## src/rtl/mac_operand_feeder.sv

```systemverilog
// Purpose: sequences one MAC neuron evaluation: kick, lead gap, N_TAPS operand beats, then capture the result.
// Latency: start -> neuron_start 1 cycle, first tap LEAD+2 cycles; no backpressure, WAIT holds until neuron_done.
module mac_operand_feeder #(
    parameter int N_TAPS = 3,
    parameter int DATA_W = 8,
    parameter int ACC_W  = 16,
    parameter int LEAD   = 1,
    localparam int ADDR_W = (N_TAPS > 1) ? $clog2(N_TAPS) : 1
) (
    input  logic              clk,
    input  logic              rst,
    input  logic              load_en,
    input  logic [ADDR_W-1:0] load_addr,
    input  logic [DATA_W-1:0] load_x,
    input  logic [DATA_W-1:0] load_w,
    input  logic              start,
    input  logic              neuron_done,
    input  logic [ACC_W-1:0]  neuron_result,
    output logic              neuron_start,
    output logic [DATA_W-1:0] x_out,
    output logic [DATA_W-1:0] w_out,
    output logic              op_valid,
    output logic              op_last,
    output logic              busy,
    output logic              done,
    output logic [ACC_W-1:0]  result
);

    localparam int CNT_W = (ADDR_W > 3) ? ADDR_W : 3;

    typedef enum logic [2:0] {
        S_IDLE   = 3'd0,
        S_KICK   = 3'd1,
        S_LEAD   = 3'd2,
        S_STREAM = 3'd3,
        S_WAIT   = 3'd4
    } state_t;

    state_t             state_q, state_d;
    logic [CNT_W-1:0]   cnt_q, cnt_d;
    logic [DATA_W-1:0]  x_buf_q [N_TAPS];
    logic [DATA_W-1:0]  x_buf_d [N_TAPS];
    logic [DATA_W-1:0]  w_buf_q [N_TAPS];
    logic [DATA_W-1:0]  w_buf_d [N_TAPS];
    logic [ACC_W-1:0]   result_q, result_d;
    logic               done_q, done_d;
    logic               addr_ok;
    logic [ADDR_W-1:0]  tap_idx;

    assign addr_ok = ({1'b0, load_addr} < (ADDR_W+1)'(N_TAPS));
    assign tap_idx = cnt_q[ADDR_W-1:0];

    always_comb begin
        state_d  = state_q;
        cnt_d    = cnt_q;
        x_buf_d  = x_buf_q;
        w_buf_d  = w_buf_q;
        result_d = result_q;
        done_d   = 1'b0;
        case (state_q)
            S_IDLE: begin
                // Buffer writes are only legal here, so a same-cycle start streams the new entry.
                if (load_en && addr_ok) begin
                    x_buf_d[load_addr] = load_x;
                    w_buf_d[load_addr] = load_w;
                end
                if (start) begin
                    state_d = S_KICK;
                    cnt_d   = '0;
                end
            end
            S_KICK: begin
                cnt_d   = '0;
                state_d = (LEAD == 0) ? S_STREAM : S_LEAD;
            end
            S_LEAD: begin
                if (cnt_q == CNT_W'(LEAD - 1)) begin
                    state_d = S_STREAM;
                    cnt_d   = '0;
                end else begin
                    cnt_d = cnt_q + 1'b1;
                end
            end
            S_STREAM: begin
                if (cnt_q == CNT_W'(N_TAPS - 1)) begin
                    state_d = S_WAIT;
                    cnt_d   = '0;
                end else begin
                    cnt_d = cnt_q + 1'b1;
                end
            end
            S_WAIT: begin
                if (neuron_done) begin
                    result_d = neuron_result;
                    done_d   = 1'b1;
                    state_d  = S_IDLE;
                end
            end
            default: state_d = S_IDLE;
        endcase
    end

    always_ff @(posedge clk) begin
        if (rst) begin
            state_q  <= S_IDLE;
            cnt_q    <= '0;
            x_buf_q  <= '{default: '0};
            w_buf_q  <= '{default: '0};
            result_q <= '0;
            done_q   <= 1'b0;
        end else begin
            state_q  <= state_d;
            cnt_q    <= cnt_d;
            x_buf_q  <= x_buf_d;
            w_buf_q  <= w_buf_d;
            result_q <= result_d;
            done_q   <= done_d;
        end
    end

    // Operands are forced to zero outside STREAM so the neuron never accumulates stale data.
    assign neuron_start = (state_q == S_KICK);
    assign busy         = (state_q != S_IDLE);
    assign op_valid     = (state_q == S_STREAM);
    assign op_last      = op_valid && (cnt_q == CNT_W'(N_TAPS - 1));
    assign x_out        = op_valid ? x_buf_q[tap_idx] : '0;
    assign w_out        = op_valid ? w_buf_q[tap_idx] : '0;
    assign done         = done_q;
    assign result       = result_q;

endmodule

```

## config.mk

```make
export PLATFORM = sky130hd
export DESIGN_NAME = mac_operand_feeder
export DESIGN_NICKNAME = d
export VERILOG_FILES = /design/src/rtl/mac_operand_feeder.sv
export SDC_FILE = /design/constraint.sdc
export NUM_CORES = 1
export LEC_CHECK = 0
export BUFFER_PORTS_ARGS = -buffer_cell sky130_fd_sc_hd__buf_2
export CAP_MARGIN = 10
export CELL_PAD_IN_SITES_DETAIL_PLACEMENT = 1
export CELL_PAD_IN_SITES_GLOBAL_PLACEMENT = 1
export CORE_MARGIN = 2
export CORE_UTILIZATION = 44
export DETAILED_ROUTE_END_ITERATION = 12
export HOLD_SLACK_MARGIN = 0.15
export PLACE_DENSITY_LB_ADDON = 0.05
export SYNTH_ARGS = -nofsm -noshare
export SYNTH_HDL_FRONTEND = slang
export SYNTH_SLANG_ARGS = --single-unit
```

## constraint.sdc

```tcl
create_clock -name clk -period 4 [get_ports clk]
set_input_delay 0 -clock clk [delete_from_list [all_inputs] [get_ports clk]]
set_output_delay 0 -clock clk [all_outputs]
set_load 0.005 [all_outputs]
```

==> metrics.yaml <==
power:
  p_leak_nw: 1.91
  powerDensity_mw_per_mm2: 355
  ir_drop_uv: 174
clock_network:
  cts_sinks: 71
  cts_resized: 0
  ctsRootBufferMaster: "clkbuf_8"
  cts_tree: "built"
  cts_max_level: 3
  post_cts_buffers: 0
  insertion_delay_ns: 0.34
  clk_pin_slew_ns: 0.08
  cts_buffers: 9
  cts_buffer_depth: 2
  postCtsHoldBufs: 36
setup_path:
  criticalPathCategory: "flip-flop to flip-flop"
  endpoint_kind: "flip-flop"
  required_ns: 4.25
  crit_fanout: 16
  cp-startpoint: "state_q[2]"
  start_kind: "flip-flop"
  ff2ff_path_depth: 4
  cp.arrival_ns: 3.01
  reg2reg_from: "state_q[2]"
cells_and_area:
  drive_above_1_share_pct: 25.7
  layout.nets: 489
  diodes: 0
  area_growth_pct: 29.3
yosys:
  yosys_warnings: 0
  syn_inst: 348
  postSynthNetCount: 390
  ys_seq_area_share_pct: 42.7
  yosys.cell_types.count: 34
  synth-simple-area-share_pct: 22.8
  syn_area_mm2: 0.00333
  synth_xor_area_share_pct: 0
  synth_adder_area_share_pct: 1.13
  synth_top_family_by_area: "simple AND/OR/NAND/NOR gates"
  ys_ff_latch: 71
  syn_avg_cell_area_um2: 9.57
  synth.area.mux_share_pct: 20.4
  synth_compound_area_share_pct: 7.89
placement:
  hpwl_um: 4960
  portBuffers: 75
  gp_congestion: 0.751
flow_run:
  drv_cap: 0
sta:
  fin_crit_sh_pct: 68.8
  hold_ws_ns: 0.320
  tightest_slew_ns: 1.11
  relSlewSlack_pct: 25.9
  fin_setup_tns_ns: 0
  timing.fmax_mhz: 363
  setup_viol: 0
  rsz0062_at_grt: "no"
  post-route-min-period_ns: 2.75
  clock_skew_ns: 0.0103
  slew_violations: 0
  hold_viol: 0
hold_path:
  hp-start: "rst"
  whs_path_depth: 3
  hold_class: "input port to flip-flop"
die:
  ioPinCount: 76
  die_w_um: 91.0
  num_rows: 31
  dieHeight_um: 91.0
  coreArea_mm2: 0.00729
  dieArea_mm2: 0.00828
  start_util_pct: 45.7
drt:
  firstDrtPassIters: 4
  wl_per_cell_um: 15.3
  wl_um: 8430
  drt.antenna.violating_nets: 0
  drc: 0
  drtIter0Drc: 96
  via_count: 2745
  viasPerCell: 4.98
global_routing:
  grt-ovfl-total: 0
  grt_pass1_wl_um: 14600
  grt_max_degree: 89
  first_global_vias: 3030
  track_usage_pct: 21.7
  antenna_found_initial: 0
status:
  outcome: "complete, no violations"
power by group:
| part | internal (mW) | switching (mW) |
|---|---|---|
| clock network | 0.369 | 0.270 |
| logic | 0.0834 | 0.0647 |
| registers | 0.725 | 0.0155 |
| total | 1.18 | 0.351 |
per-stage QoR:
step | instance area [µm²] | power [mW] | util [%] | std cells | setup WS [ns]
finish | 4310 | 1.53 | 59.1 | 551 | 1.25
CTS | 4310 | 1.54 | 59.1 | 551 | 1.19
global route | 4310 | 1.60 | 59.1 | 551 | 1.05
global placement | 3720 | 0.875 | 51.1 | 499 | 1.88
floorplan | 3330 | 0.837 | - | 348 | 2.41
detailed placement | 3720 | 0.879 | 51.1 | 499 | 1.74
worst max-delay path, stage by stage, from the launching register on:
cell           delay (ns)
dfxtp_1              0.43
nor4b_2              0.40
nor3b_4              0.27
dlygate4sd3_1        1.28
mux2i_1              0.29
cell usage in the layout, fill, tap and decap left out, types with 3 or more instances in the layout:
cell	Yosys	layout
nand2b_1	65	65
nor2_1	19	19
nor3b_1	3	3
clkbuf_8	0	10
mux2i_1	50	50
a21oi_1	19	19
dlygate4sd3_1	0	36
buf_4	0	5
ha_1	3	3
o21ai_0	3	3
a22oi_1	16	16
buf_2	10	75
mux2_2	16	16
nand2_1	32	32
dfxtp_1	71	71
layer usage:
metal | track usage (%) | wire (µm)
met1 | 26.3 | 3760
met3 | 3.98 | 312
met5 | 0 | 0
met2 | 38.6 | 4240
met4 | 7.58 | 112
Yosys cell counts (all sizes together):
cell type / number / area, µm²
dfxtp: 71 / 1420
nand2b: 65 / 407
mux2i: 50 / 500
nand2: 32 / 120
a21oi: 19 / 95.1
nor2: 19 / 71.3
a22oi: 16 / 120
mux2: 16 / 180
buf: 14 / 104
clkbuf: 14 / 52.6
nor3b: 4 / 35.0
ha: 3 / 37.5
nand3b: 3 / 26.3
o21ai: 3 / 15.0
inv: 2 / 7.51
nor2b: 2 / 12.5
nor4b: 2 / 23.8
o211ai: 2 / 15.0
and4b: 1 / 10.0
clkinv: 1 / 3.75
nand4b: 1 / 8.76
nand4bb: 1 / 11.3
nor3: 1 / 5.00
nor4: 1 / 6.26
nor4bb: 1 / 10.0
o21ba: 1 / 10.0
o31ai: 1 / 7.51
or3: 1 / 6.26
or4: 1 / 7.51
path summary, 6_finish.rpt:
check,to,slack [ns]
setup reg to reg,x_buf_q[18],1.25
hold reg to reg,result[3],0.46
hold / removal,done,0.32
setup / recovery,x_buf_q[18],1.25
cell families after synthesis:
| kind of cell | Yosys count |
|---|---|
| buf+inv | 31 |
| compound gates | 42 |
| simple gates | 135 |
| mux | 66 |
| flops | 71 |
| fa+ha+maj | 3 |
flip-flops by register name, summed over array words and instances (netlist names):
name / count
cnt_q: 3
done: 1
state_q: 3
w_buf_q: 24
x_buf_q: 24
result: 16
layout make-up:
class,instances,area [µm²]
clock buffer,11,141
clock inverter,5,81.3
fill,848,2990
inverter,3,11.3
multi-input combinational,246,1750
sequential,71,1420
tap,99,124
timing repair buffer,116,773
Power figures use the tool's default switching activity.
